===== config.mk =====
export PLATFORM = sky130hd
export DESIGN_NAME = qbus_regfile
export DESIGN_NICKNAME = d
export VERILOG_FILES = /design/src/rtl/qbus_pkg.sv /design/src/rtl/qbus_sync.sv /design/src/rtl/qbus_regfile.sv
export SDC_FILE = /design/constraint.sdc
export NUM_CORES = 1
export LEC_CHECK = 0
export CAP_MARGIN = 20
export CELL_PAD_IN_SITES_DETAIL_PLACEMENT = 1
export CELL_PAD_IN_SITES_GLOBAL_PLACEMENT = 1
export CORE_ASPECT_RATIO = 0.6
export CORE_MARGIN = 2
export CORE_UTILIZATION = 42
export CTS_CLUSTER_DIAMETER = 30
export DETAILED_ROUTE_END_ITERATION = 7
export GPL_TIMING_DRIVEN = 0
export PLACE_DENSITY = 0.8
export REMOVE_ABC_BUFFERS = 1
export SETUP_SLACK_MARGIN = 0.02
export SLEW_MARGIN = 5
export SYNTH_ARGS = -nofsm -noshare
export SYNTH_HDL_FRONTEND = slang
export SYNTH_SLANG_ARGS = --single-unit

===== constraint.sdc =====
create_clock -name clock -period 2.38 [get_ports clock]
set_input_delay 0.476 -clock clock [delete_from_list [all_inputs] [get_ports clock]]
set_output_delay 0.476 -clock clock [all_outputs]
set_load 0.01 [all_outputs]

===== src/rtl/qbus_pkg.sv =====
// -----------------------------------------------------------------------------
// qbus_pkg
// Shared definitions for the Qbus slave register file:
//   - qbus_slv_state_t : slave FSM state encoding
//   - IOPAGE_MSB       : highest address bit decoded inside the I/O page
//   - BDAL_W           : width of the multiplexed Qbus data/address lines
//   - clog2_regs()     : register-index width for a power-of-two register count
// -----------------------------------------------------------------------------
package qbus_pkg;

    typedef enum logic [2:0] {
        IDLE     = 3'd0,
        DECODE   = 3'd1,
        IGNORE   = 3'd2,
        WAIT_STB = 3'd3,
        RD_DRIVE = 3'd4,
        RD_RPLY  = 3'd5,
        WR_RPLY  = 3'd6,
        STB_END  = 3'd7
    } qbus_slv_state_t;

    localparam int IOPAGE_MSB = 12;
    localparam int BDAL_W     = 22;

    // Index width for n registers (n is a power of two, 2..64).
    function automatic int clog2_regs(input int n);
        int r;
        r = 0;
        for (int k = 0; k < 7; k++) begin
            if ((32'sd1 << k) < n) begin
                r = k + 1;
            end else begin
                r = r;
            end
        end
        return r;
    endfunction

endpackage


===== src/rtl/qbus_sync.sv =====
// -----------------------------------------------------------------------------
// qbus_sync
// Multi-flop synchroniser / alignment pipeline for asynchronous Qbus inputs.
// The same module is used for the strobes and for the data/address bundle so
// that both arrive at the FSM with identical latency.
// Ports:
//   clock  in      system clock
//   RSTN   in      synchronous active-low reset (stages load RST_VAL)
//   d_i    in  W   raw asynchronous inputs
//   q_o    out W   synchronised outputs, STAGES clocks later
// -----------------------------------------------------------------------------
module qbus_sync #(
    parameter int               WIDTH   = 1,
    parameter int               STAGES  = 2,
    parameter logic [WIDTH-1:0] RST_VAL = {WIDTH{1'b0}}
) (
    input  logic             clock,
    input  logic             RSTN,
    input  logic [WIDTH-1:0] d_i,
    output logic [WIDTH-1:0] q_o
);

    logic [WIDTH-1:0] stage_q [STAGES];

    // Shift chain; reset loads the inactive level so nothing looks asserted.
    always_ff @(posedge clock) begin
        if (!RSTN) begin
            for (int k = 0; k < STAGES; k++) begin
                stage_q[k] <= RST_VAL;
            end
        end else begin
            stage_q[0] <= d_i;
            for (int k = 1; k < STAGES; k++) begin
                stage_q[k] <= stage_q[k-1];
            end
        end
    end

    assign q_o = stage_q[STAGES-1];

endmodule


===== src/rtl/qbus_regfile.sv =====
// -----------------------------------------------------------------------------
// qbus_regfile
// Single-clock Qbus slave register file: NREGS 16-bit registers in the I/O
// page, also readable/writable from a synchronous host port.
// Optional feature macro: QBUS_WRITE_IRQ_EN (per-register Qbus-write flags and
// host interrupt). Without it host_wflags and host_irq are tied low.
// Ports:
//   clock, RSTN            clock and synchronous active-low reset
//   BDALf_IN[21:0]         received BDAL (active-low)
//   BSYNCf BDINf BDOUTf    received bus control (active-low)
//   BWTBTf BBS7f BINITf
//   BDALf_OUT[21:0]        read data to the BDAL drivers
//   BDALf_OE[21:0]         BDAL driver enables
//   Outbound               BDAL transceiver direction/gate enable
//   BRPLYg                 reply gate drive (active-high)
//   host_addr/wdata/be     host register index, write data, byte enables
//   host_we/host_re        one-cycle host write / read strobes
//   host_rdata/rvalid      host read data, valid for one clock
//   host_wflags/host_irq   registers written from the Qbus side, and their OR
// -----------------------------------------------------------------------------
module qbus_regfile
    import qbus_pkg::*;
#(
    parameter logic [21:0] QADDR       = 22'o17772150,
    parameter int          NREGS       = 4,
    parameter int          SYNC_STAGES = 2,
    parameter int          RPLY_DELAY  = 2,
    localparam int         AW          = clog2_regs(NREGS)
) (
    input  logic              clock,
    input  logic              RSTN,
    input  logic [BDAL_W-1:0] BDALf_IN,
    input  logic              BSYNCf,
    input  logic              BDINf,
    input  logic              BDOUTf,
    input  logic              BWTBTf,
    input  logic              BBS7f,
    input  logic              BINITf,
    output logic [BDAL_W-1:0] BDALf_OUT,
    output logic [BDAL_W-1:0] BDALf_OE,
    output logic              Outbound,
    output logic              BRPLYg,
    input  logic [AW-1:0]     host_addr,
    input  logic [15:0]       host_wdata,
    input  logic [1:0]        host_be,
    input  logic              host_we,
    input  logic              host_re,
    output logic [15:0]       host_rdata,
    output logic              host_rvalid,
    output logic [NREGS-1:0]  host_wflags,
    output logic              host_irq
);

    // ---------------- input synchronisation ----------------
    logic [3:0]        ctl_sync_s;
    logic [BDAL_W+1:0] dal_sync_s;
    logic              binit_s, bsync_s, din_s, dout_s, wtbt_s, bbs7_s;
    logic [BDAL_W-1:0] dal_s;
    logic              unused_s;

    qbus_sync #(
        .WIDTH   (4),
        .STAGES  (SYNC_STAGES),
        .RST_VAL ({4{1'b1}})
    ) u_sync_ctl (
        .clock (clock),
        .RSTN  (RSTN),
        .d_i   ({BINITf, BSYNCf, BDINf, BDOUTf}),
        .q_o   (ctl_sync_s)
    );

    qbus_sync #(
        .WIDTH   (BDAL_W + 2),
        .STAGES  (SYNC_STAGES),
        .RST_VAL ({(BDAL_W + 2){1'b1}})
    ) u_sync_dal (
        .clock (clock),
        .RSTN  (RSTN),
        .d_i   ({BBS7f, BWTBTf, BDALf_IN}),
        .q_o   (dal_sync_s)
    );

    // Convert to active-high after sampling.
    assign binit_s = ~ctl_sync_s[3];
    assign bsync_s = ~ctl_sync_s[2];
    assign din_s   = ~ctl_sync_s[1];
    assign dout_s  = ~ctl_sync_s[0];
    assign bbs7_s  = ~dal_sync_s[BDAL_W+1];
    assign wtbt_s  = ~dal_sync_s[BDAL_W];
    assign dal_s   = ~dal_sync_s[BDAL_W-1:0];

    // Upper BDAL bits carry neither page-local address nor data.
    assign unused_s = ^dal_s[BDAL_W-1:16];

    // ---------------- state and registers ----------------
    qbus_slv_state_t   state_q;
    logic [IOPAGE_MSB:0] addr_q;
    logic              bbs7_q;
    logic [3:0]        cnt_q;
    logic              brply_q, outb_q;
    logic [BDAL_W-1:0] oe_q, bdal_out_q;
    logic [15:0]       regs_q [NREGS];
    logic [15:0]       regs_d [NREGS];
    logic [15:0]       host_rdata_q;
    logic              host_rvalid_q;

    logic [AW-1:0]     idx_s;
    logic              byte_s;
    logic              sel_s;
    logic              qwr_en_s;
    logic [1:0]        qwr_be_s;

    assign idx_s  = addr_q[AW:1];
    assign byte_s = addr_q[0];
    assign sel_s  = bbs7_q && (addr_q[IOPAGE_MSB:AW+1] == QADDR[IOPAGE_MSB:AW+1]);

    // Qbus write strobe: matches the WAIT_STB -> WR_RPLY transition below.
    always_comb begin
        qwr_en_s = 1'b0;
        qwr_be_s = 2'b00;
        if ((state_q == WAIT_STB) && bsync_s && !binit_s && dout_s && !din_s) begin
            qwr_en_s = 1'b1;
            if (wtbt_s) begin
                // Byte write: odd address is the high byte on BDAL[15:8].
                qwr_be_s = byte_s ? 2'b10 : 2'b01;
            end else begin
                qwr_be_s = 2'b11;
            end
        end else begin
            qwr_en_s = 1'b0;
            qwr_be_s = 2'b00;
        end
    end

    // Register next state: per byte, a Qbus write beats a host write.
    always_comb begin
        for (int i = 0; i < NREGS; i++) begin
            regs_d[i] = regs_q[i];
            for (int b = 0; b < 2; b++) begin
                if (qwr_en_s && qwr_be_s[b] && (idx_s == AW'(i))) begin
                    regs_d[i][b*8 +: 8] = dal_s[b*8 +: 8];
                end else if (host_we && host_be[b] && (host_addr == AW'(i))) begin
                    regs_d[i][b*8 +: 8] = host_wdata[b*8 +: 8];
                end else begin
                    regs_d[i][b*8 +: 8] = regs_q[i][b*8 +: 8];
                end
            end
        end
    end

    // Register array storage; survives BINIT, cleared only by RSTN.
    always_ff @(posedge clock) begin
        if (!RSTN) begin
            for (int i = 0; i < NREGS; i++) begin
                regs_q[i] <= 16'h0000;
            end
        end else begin
            for (int i = 0; i < NREGS; i++) begin
                regs_q[i] <= regs_d[i];
            end
        end
    end

    // Host read port: data and valid one clock after host_re.
    always_ff @(posedge clock) begin
        if (!RSTN) begin
            host_rdata_q  <= 16'h0000;
            host_rvalid_q <= 1'b0;
        end else begin
            host_rvalid_q <= host_re;
            if (host_re) begin
                host_rdata_q <= regs_q[host_addr];
            end
        end
    end

    // Slave FSM with registered reply and driver controls.
    always_ff @(posedge clock) begin
        if (!RSTN) begin
            state_q    <= IDLE;
            addr_q     <= {(IOPAGE_MSB + 1){1'b0}};
            bbs7_q     <= 1'b0;
            cnt_q      <= 4'd0;
            brply_q    <= 1'b0;
            outb_q     <= 1'b0;
            oe_q       <= {BDAL_W{1'b0}};
            bdal_out_q <= {BDAL_W{1'b0}};
        end else if (binit_s || !bsync_s) begin
            // Bus init or end of cycle: release everything at once.
            state_q    <= IDLE;
            cnt_q      <= 4'd0;
            brply_q    <= 1'b0;
            outb_q     <= 1'b0;
            oe_q       <= {BDAL_W{1'b0}};
            bdal_out_q <= {BDAL_W{1'b0}};
        end else begin
            case (state_q)
                IDLE: begin
                    addr_q  <= dal_s[IOPAGE_MSB:0];
                    bbs7_q  <= bbs7_s;
                    state_q <= DECODE;
                end
                DECODE: begin
                    state_q <= sel_s ? WAIT_STB : IGNORE;
                end
                IGNORE: begin
                    state_q <= IGNORE;
                end
                WAIT_STB: begin
                    if (din_s) begin
                        bdal_out_q <= {6'b000000, regs_q[idx_s]};
                        oe_q       <= {BDAL_W{1'b1}};
                        outb_q     <= 1'b1;
                        cnt_q      <= 4'd1;
                        state_q    <= RD_DRIVE;
                    end else if (dout_s) begin
                        state_q <= WR_RPLY;
                    end else begin
                        state_q <= WAIT_STB;
                    end
                end
                RD_DRIVE: begin
                    if (!din_s) begin
                        oe_q       <= {BDAL_W{1'b0}};
                        outb_q     <= 1'b0;
                        bdal_out_q <= {BDAL_W{1'b0}};
                        state_q    <= STB_END;
                    end else if (cnt_q == 4'(RPLY_DELAY)) begin
                        brply_q <= 1'b1;
                        state_q <= RD_RPLY;
                    end else begin
                        cnt_q <= cnt_q + 4'd1;
                    end
                end
                RD_RPLY: begin
                    if (!din_s) begin
                        brply_q    <= 1'b0;
                        oe_q       <= {BDAL_W{1'b0}};
                        outb_q     <= 1'b0;
                        bdal_out_q <= {BDAL_W{1'b0}};
                        state_q    <= STB_END;
                    end else begin
                        brply_q <= 1'b1;
                    end
                end
                WR_RPLY: begin
                    if (!dout_s) begin
                        brply_q <= 1'b0;
                        state_q <= STB_END;
                    end else begin
                        brply_q <= 1'b1;
                    end
                end
                STB_END: begin
                    // BSYNC still held: read-modify-write continues.
                    state_q <= WAIT_STB;
                end
                default: begin
                    state_q <= IDLE;
                end
            endcase
        end
    end

    assign BDALf_OUT   = bdal_out_q;
    assign BDALf_OE    = oe_q;
    assign Outbound    = outb_q;
    assign BRPLYg      = brply_q;
    assign host_rdata  = host_rdata_q;
    assign host_rvalid = host_rvalid_q;

`ifdef QBUS_WRITE_IRQ_EN
    logic [NREGS-1:0] wflags_q, wflags_d;
    logic             qset_q, hclr_q, irq_q;
    logic [AW-1:0]    qset_idx_q, hclr_idx_q;

    // Delay set and clear events by one clock so a same-cycle collision resolves together.
    always_ff @(posedge clock) begin
        if (!RSTN) begin
            qset_q     <= 1'b0;
            qset_idx_q <= {AW{1'b0}};
            hclr_q     <= 1'b0;
            hclr_idx_q <= {AW{1'b0}};
        end else begin
            qset_q     <= qwr_en_s;
            qset_idx_q <= idx_s;
            hclr_q     <= host_we;
            hclr_idx_q <= host_addr;
        end
    end

    // Flag next state: BINIT clears, host clear beats Qbus set.
    always_comb begin
        wflags_d = wflags_q;
        if (binit_s) begin
            wflags_d = {NREGS{1'b0}};
        end else begin
            if (qset_q) begin
                wflags_d[qset_idx_q] = 1'b1;
            end else begin
                wflags_d = wflags_d;
            end
            if (hclr_q) begin
                wflags_d[hclr_idx_q] = 1'b0;
            end else begin
                wflags_d = wflags_d;
            end
        end
    end

    // Flag and interrupt registers.
    always_ff @(posedge clock) begin
        if (!RSTN) begin
            wflags_q <= {NREGS{1'b0}};
            irq_q    <= 1'b0;
        end else begin
            wflags_q <= wflags_d;
            irq_q    <= |wflags_d;
        end
    end

    assign host_wflags = wflags_q;
    assign host_irq    = irq_q;
`else
    assign host_wflags = {NREGS{1'b0}};
    assign host_irq    = 1'b0;
`endif

endmodule


==> impl_metrics.tcl, run 1 <==
set metrics [dict create \
    place_area_mm2 0.008766 \
    globalRouteMet2Util 0.3533 \
    cts.sinks 166 \
    grt_antenna_before_repair 1 \
    wl_per_cell_um 21.09 \
    p_leak_uw 0.003573 \
    grt_max_degree 102 \
    insertedDiodeCount 0 \
    cts_tree "built" \
    drcViolationCount 0 \
    tns_ns 0 \
    grt_use_total 0.2146 \
    io_pins 120 \
    grt_overflow 0 \
    wirelength_um 20590 \
    area_growth_pct 22.34 \
    mostFrequentLayoutCells "dfxtp_1, clkdlybuf4s50_1, nand3_1, mux2i_1, edfxtp_1" \
    gp_congestion 0.8380 \
    skew_ns 0.01094 \
    vias 5554 \
    worstSetupPathType "input pin to register" \
    power.density_mw_per_mm2 668.0 \
    synthArstFlopShare 0 \
    hold_class "register to register" \
    yosys_warnings 0 \
    cts_buffer_depth 2 \
    worst_setup_path_end_kind "register" \
    viasPerCell 5.691 \
    clk_pin_slew_worst_paths_ns 0.07 \
    rows 38 \
    yosysSeqAreaShare 0.5106 \
    synthFlopType "dfxtp_1" \
    dp_hpwl_um 13750 \
    worstPathRequired_ns 2.48 \
    worst_slew_pin_slew_ns 0.9886 \
    dieWidth_um 179.5 \
    chipHeight_um 109.3 \
    avgSynthCellArea_um2 11.74 \
    start_util 0.4296 \
    worst-path-max-fanout 17 \
    ant_nets 0 \
    use_met3 0.04405 \
    port_buffers 102 \
    netlist_instances 661 \
    synth_enable_flop_cells 64 \
    ys_types 50 \
    grt-busiest-layer "met2" \
    cap_violations 0 \
    use_met1 0.2942 \
    status "finished, final reports clean" \
    postLayoutCellArea_mm2 0.009497 \
    rsz0062_at_grt "true" \
    clock_tree.root_cell "clkbuf_16" \
    fmax_ghz 0.4405 \
    ir_drop_mv 0.4581 \
    die_area_mm2 0.01962 \
    slew_headroom 0.3401 \
    drive_gt1_frac 0.1427 \
    clk_latency_ns 0.43 \
    grt_pass1_wl_um 32260 \
    arrival_ns 2.37 \
    setup_viol_count_final 0 \
    nets 777 \
    numCtsBuffers 17 \
    drt-initial-drc-count 592 \
    dr.pass1.iters 5 \
    layout_commonest_cell "dfxtp_1" \
    start_kind "input pin" \
    synth_area_mm2 0.007762 \
    core_mm2 0.01807 \
    min_period_over_period 0.9539 \
    layout_min_cycle_time_ns 2.270 \
    fin_util 0.5256 \
    hold_viol 0 \
    synth_seq_cells 166 \
    grt_pass1_vias 5740 \
    htree_num_levels 4 \
    drv_slew 0 \
]
## metal layers
metal	vias up	share of wire
li1	2528	-
met1	2768	0.45
met2	227	0.46
met3	31	0.067
met4	0	0.013
met5	-	0
## worst paths after layout
kind | to | cells after the start | slack, ns | from
setup / recovery | regs_q[1][9] | 4 | 0.11 | host_addr[1]
hold / removal | u_sync_ctl.stage_q[0][4] | 1 | 0.41 | u_sync_ctl.stage_q[0][0]
setup reg to reg | regs_q[0][10] | 4 | 0.14 | u_sync_ctl.stage_q[0][5]
hold reg to reg | u_sync_ctl.stage_q[0][4] | 1 | 0.41 | u_sync_ctl.stage_q[0][0]
## state kept, by name, indices dropped and copies added (netlist names), named ones only
register and count:
regs_q 64, host_rdata 16, BDALf_OE 1, cnt_q 4, BRPLYg 1, bbs7_q 1
addr_q 13, state_q 3, u_sync_ctl.stage_q 8, u_sync_dal.stage_q 36, host_rvalid 1, BDALf_OUT 16
## Yosys cell counts (3+ instances only)
cell | instances | area (µm²)
a21oi_1 | 6 | 30.03
nand3_1 | 80 | 400.4
nand3b_1 | 27 | 202.7
and4b_1 | 6 | 60.06
buf_2 | 9 | 45.04
o211ai_1 | 3 | 22.52
nand2b_1 | 61 | 381.6
edfxtp_1 | 64 | 1922
and3_1 | 4 | 25.02
dfxtp_1 | 102 | 2042
buf_4 | 33 | 247.7
nand4_1 | 4 | 25.02
o211a_1 | 14 | 140.1
inv_1 | 4 | 15.01
nand2_1 | 35 | 131.4
buf_1 | 7 | 26.28
o21ai_0 | 3 | 15.01
clkbuf_1 | 41 | 153.9
mux4_2 | 32 | 720.7
nor4bb_1 | 5 | 50.05
a22o_1 | 16 | 140.1
mux2i_1 | 64 | 640.6
nor2_1 | 4 | 15.01
a211oi_1 | 4 | 30.03
## worst max-delay path, cell delays in order
cell	delay (ns)
dlygate4sd2_1	0.65
buf_8	0.26
and4b_1	0.35
or3b_1	0.62
## through the flow
stage	total power (µW)	cells	hold WS, ns	setup WS [ns]
final	6344	976	0.4088	0.1096
after global routing	6559	976	0.4310	0.01328
after CTS	6372	975	0.4107	0.02117
after detailed placement	3726	930	0.3952	-0.6803
after global placement	3695	923	0.3883	-4.570
after floorplan	3431	581	0.3863	-0.5076
## power by group
part	leakage, µW	total (µW)	switching, µW	internal (µW)
clock	0.000272	2650	1270	1380
combinational	0.00182	541	264	277
sequential	0.00148	3150	77.0	3080
total	0.00357	6340	1610	4730
## cell families (layout without fill, tap and decap cells)
kind of cell	Yosys count	in the layout	synth area share
AND/OR/NAND/NOR	249	249	0.1915
flip-flops	166	166	0.5106
multiplexers	96	96	0.1754
buffers and inverters	95	160	0.06335
AO/OA/AOI/OAI	52	52	0.05545
adder cells (fa/ha/maj)	2	2	0.003223
other	1	11	0.0004831
## layout make-up
class                   instances  area (µm²)
fillers                      1874        8571
flip-flops and latches        166        3966
multi-input cells             410        3403
repair buffers                123        1250
clock buffers                  17       425.4
well taps                     240       300.3
clock inverters                15       128.9
inverters                       5       22.52
## what timing repair did
action	in CTS	in global routing
setup buffers	13	1
hold buffers	0	0
hold endpoints to repair	0	0
endpoints found under the setup margin	132	62
pin swaps	6	0
gates resized for setup	8	5
Power figures use the tool's default switching activity.
==> run 2, diff against run 1 <==
--- a/config.mk
+++ b/config.mk
@@ -17,7 +17,7 @@
 export PLACE_DENSITY = 0.8
 export REMOVE_ABC_BUFFERS = 1
 export SETUP_SLACK_MARGIN = 0.02
-export SLEW_MARGIN = 5
+export SLEW_MARGIN = 20
 export SYNTH_ARGS = -nofsm -noshare
 export SYNTH_HDL_FRONTEND = slang
 export SYNTH_SLANG_ARGS = --single-unit
==> impl_metrics.tcl, run 2 (synthesis gave the netlist of run 1 again) <==
set metrics [dict create \
    largest_register "regs_q" \
    drv_slew 0 \
    start_util 0.4296 \
    fillers 1862 \
    viasPerCell 5.652 \
    status "finished, final reports clean" \
    area_growth_pct 22.44 \
    die_area_mm2 0.01962 \
    dieWidth_um 179.5 \
    io_pins 120 \
    clock_tree.root_cell "clkbuf_16" \
    grt_antenna_before_repair 0 \
    hold_viol 0 \
    worst_slew_pin_slew_ns 0.9447 \
    start_kind "register" \
    grt_overflow 0 \
    ir_drop_mv 0.4575 \
    slew_headroom 0.3693 \
    worst-path-max-fanout 12 \
    fmax_ghz 0.4418 \
    port_buffers 102 \
    rows 38 \
    cap_violations 0 \
    place_area_mm2 0.008762 \
    setup_viol_count_final 0 \
    worstSetupPathType "register to register" \
    dp_hpwl_um 13640 \
    fin_ws_ns 0.1164 \
    clk_pin_slew_worst_paths_ns 0.06 \
    top_regs "regs_q x64, u_sync_dal.stage_q x36" \
    dr.pass1.iters 5 \
    hold_slack_ns 0.3261 \
    grt_use_total 0.2158 \
    gp_congestion 0.8380 \
    numCtsBuffers 17 \
    hold_class "input pin to register" \
    drcViolationCount 0 \
    core_mm2 0.01807 \
    cts_tree "built" \
    p_leak_uw 0.003573 \
    power.density_mw_per_mm2 680.8 \
    insertedDiodeCount 0 \
    mostFrequentLayoutCells "dfxtp_1, clkdlybuf4s50_1, nand3_1, mux2i_1, edfxtp_1" \
    nets 774 \
    finalPower_uw 6470 \
    postLayoutCellArea_mm2 0.009504 \
    wirelength_um 20630 \
    skew_ns 0.009541 \
    arrival_ns 2.41 \
    drive_gt1_frac 0.1352 \
    chipHeight_um 109.3 \
    htree_num_levels 4 \
    worstPathRequired_ns 2.52 \
    ant_nets 0 \
    min_period_over_period 0.9511 \
    wl_per_cell_um 21.22 \
    grt_pass1_wl_um 32170 \
    grt_max_degree 115 \
    vias 5494 \
    worst_setup_path_end_kind "register" \
    grt_pass1_vias 5784 \
    cts.sinks 166 \
    place_ws_ns -0.5215 \
    drt-initial-drc-count 552 \
    cts_buffer_depth 2 \
    clk_latency_ns 0.43 \
    largest_reg_flops 64 \
    layout_min_cycle_time_ns 2.264 \
]
==> run 2: path summary, 6_finish.rpt <==
| check | startpoint | endpoint | slack (ns) | depth (start not counted) |
|---|---|---|---|---|
| setup / recovery | state_q[0] | regs_q[3][9] | 0.12 | 4 |
| hold / removal | RSTN | u_sync_ctl.stage_q[0][0] | 0.33 | 2 |
| setup reg to reg | state_q[0] | regs_q[3][9] | 0.12 | 4 |
| hold reg to reg | u_sync_dal.stage_q[0][7] | u_sync_dal.stage_q[0][31] | 0.41 | 1 |
==> run 2: final cells by class <==
| cell class | count | area [µm²] | area share |
|---|---|---|---|
| sequential | 166 | 3968 | 0.4175 |
| inverter | 5 | 22.52 | 0.002370 |
| multi-input combinational | 410 | 3411 | 0.3589 |
| tap | 240 | 300.3 | 0.03160 |
| clock buffer | 19 | 432.9 | 0.04555 |
| clock inverter | 12 | 153.9 | 0.01619 |
| timing repair buffer | 120 | 1216 | 0.1280 |
==> run 2: what timing repair did <==
action,CTS,global route
buffers inserted,13,1
gates resized for setup,7,4
endpoints found under the setup margin,134,43
pin swaps,8,0
hold buffers,0,0
==> run 2: per-layer routing <==
metal  GRT usage  vias up  part of all wire
li1            -     2514                 -
met5           0        -                 0
met3     0.04869       28             0.072
met4     0.06736        0             0.013
met1      0.2859     2715              0.45
met2      0.3574      237              0.46
==> run 2: through the flow <==
step / util / cells / setup TNS [ns]
after floorplan: - / 581 / -11.29
after global placement: 0.4787 / 923 / -690.70
after detailed placement: 0.4850 / 927 / -31.72
after CTS: 0.5243 / 971 / 0
after global routing: 0.5260 / 972 / -0.005000
final: 0.5260 / 972 / 0
==> run 2: critical path, cell delays in order (launching register included) <==
cell	delay, ns
dfxtp_1	0.59
and4bb_2	0.39
and3_1	0.58
nand3b_1	0.25
buf_12	0.16
==> run 2: report_power, final <==
part	internal [µW]	leakage (µW)	switching, µW
Clock	1650	0.000281	1130
Sequential	3080	0.00148	82.6
Combinational	272	0.00181	257
==> run 3, diff against run 2 <==
--- a/config.mk
+++ b/config.mk
@@ -14,7 +14,7 @@
 export CTS_CLUSTER_DIAMETER = 30
 export DETAILED_ROUTE_END_ITERATION = 7
 export GPL_TIMING_DRIVEN = 0
-export PLACE_DENSITY = 0.8
+export PLACE_DENSITY_LB_ADDON = 0.12
 export REMOVE_ABC_BUFFERS = 1
 export SETUP_SLACK_MARGIN = 0.02
 export SLEW_MARGIN = 20
==> impl_metrics.tcl, run 3 (synthesis gave the netlist of run 1 again) <==
set metrics [dict create \
    status "finished, final reports clean" \
    nets 775 \
    ant_nets 0 \
    worst-path-max-fanout 12 \
    grt_max_degree 100 \
    largest_register "regs_q" \
    path_cells "and4bb_2 > and3_2 > nand3b_1" \
    start_util 0.4296 \
    core_mm2 0.01807 \
    drt-initial-drc-count 352 \
    cpPeakStageDelay_ns 0.57 \
    grt_pass1_wl_um 31600 \
    vias 5446 \
    drive_gt1_frac 0.1403 \
    cp_slowest_cell "dfxtp_1" \
    setup_viol_count_final 0 \
    postLayoutCellArea_mm2 0.009528 \
    rsz0062_at_grt "false" \
    worst_slew_pin_slew_ns 0.9675 \
    chipHeight_um 109.3 \
    htree_num_levels 4 \
    worstSetupPathType "register to register" \
    cts_tree "built" \
    insertedDiodeCount 0 \
    min_period_over_period 0.9411 \
    cap_violations 0 \
    grt-busiest-layer "met2" \
    dp_hpwl_um 13900 \
    use_met3 0.05234 \
    dp.cells 929 \
    viasPerCell 5.591 \
    place_area_mm2 0.008777 \
    rows 38 \
    skew_ns 0.02238 \
    cp_top_family "simple AND/OR/NAND/NOR gates" \
    use_met1 0.2994 \
    hold_slack_ns 0.3720 \
    place_ws_ns -0.5846 \
    power.density_mw_per_mm2 690.8 \
    top_regs "regs_q x64, u_sync_dal.stage_q x36" \
    start_kind "register" \
    gp_congestion 0.7672 \
    mostFrequentLayoutCells "dfxtp_1, clkdlybuf4s50_1, nand3_1, mux2i_1, edfxtp_1" \
    grt_pass1_vias 5448 \
    globalRouteMet2Util 0.3325 \
    hold_class "input pin to register" \
    tns_ns 0 \
    area_growth_pct 22.74 \
    cts_hold_buf 0 \
    grt_use_total 0.2132 \
    clk_pin_slew_worst_paths_ns 0.07 \
    port_buffers 102 \
    p_leak_uw 0.003597 \
    dr.pass1.iters 5 \
    worst_setup_path_end_kind "register" \
    clk_latency_ns 0.43 \
    wirelength_um 20770 \
    grt_antenna_before_repair 0 \
    drcViolationCount 0 \
    cts_buffer_depth 2 \
    hold_viol 0 \
    io_pins 120 \
    drv_slew 0 \
    fmax_ghz 0.4465 \
    cts.sinks 166 \
    dieWidth_um 179.5 \
    grt_overflow 0 \
    ir_drop_mv 0.4968 \
    wl_per_cell_um 21.33 \
    largest_reg_flops 64 \
    numCtsBuffers 17 \
    slew_headroom 0.3541 \
    fin_cells 974 \
    path_buf_inv 0 \
    arrival_ns 2.29 \
    layout_min_cycle_time_ns 2.240 \
    die_area_mm2 0.01962 \
    worstPathRequired_ns 2.43 \
    fillers 1821 \
    fin_ws_ns 0.1402 \
    clock_tree.root_cell "clkbuf_16" \
]
==> run 3: final timing paths <==
path                                                 from                   endpoint  slack [ns]  cells after the start
worst max register to register                 state_q[0]              regs_q[3][12]        0.14                      3
worst min register to register  u_sync_dal.stage_q[0][14]  u_sync_dal.stage_q[0][38]        0.41                      1
worst min-delay path                                 RSTN   u_sync_ctl.stage_q[0][1]        0.37                      2
worst max-delay path                           state_q[0]              regs_q[3][12]        0.14                      3
==> run 3: report_power, final <==
group	total (µW)	switching, µW	internal (µW)
logic	532	259	273
registers	3160	83.5	3080
clock network	2890	1170	1710
==> run 3: cell type report <==
class                      instances  area (µm²)  area share
sequential                       166        3968      0.4164
clock inverter                     9       111.4     0.01169
inverter                           5       22.52    0.002364
multi-input combinational        410        3415      0.3584
timing repair buffer             121        1211      0.1271
tap                              240       300.3     0.03152
clock buffer                      23       500.5     0.05253
==> run 3: through the flow <==
stage	util	total power, µW
after floorplan	-	3431
after global placement	0.4787	3705
after detailed placement	0.4858	3735
after CTS	0.5256	6621
after global routing	0.5274	6788
final	0.5274	6582
==> run 3: timing repair <==
action,CTS,global route
hold endpoints to repair,0,0
pin swaps,4,0
setup endpoints to repair,96,70
setup buffers,12,1
resized for setup,8,4
==> run 3: metal layers <==
metal	wire length, µm	up-vias
li1	-	2523
met4	220	0
met2	9342	162
met5	0	-
met3	1144	16
met1	10070	2745
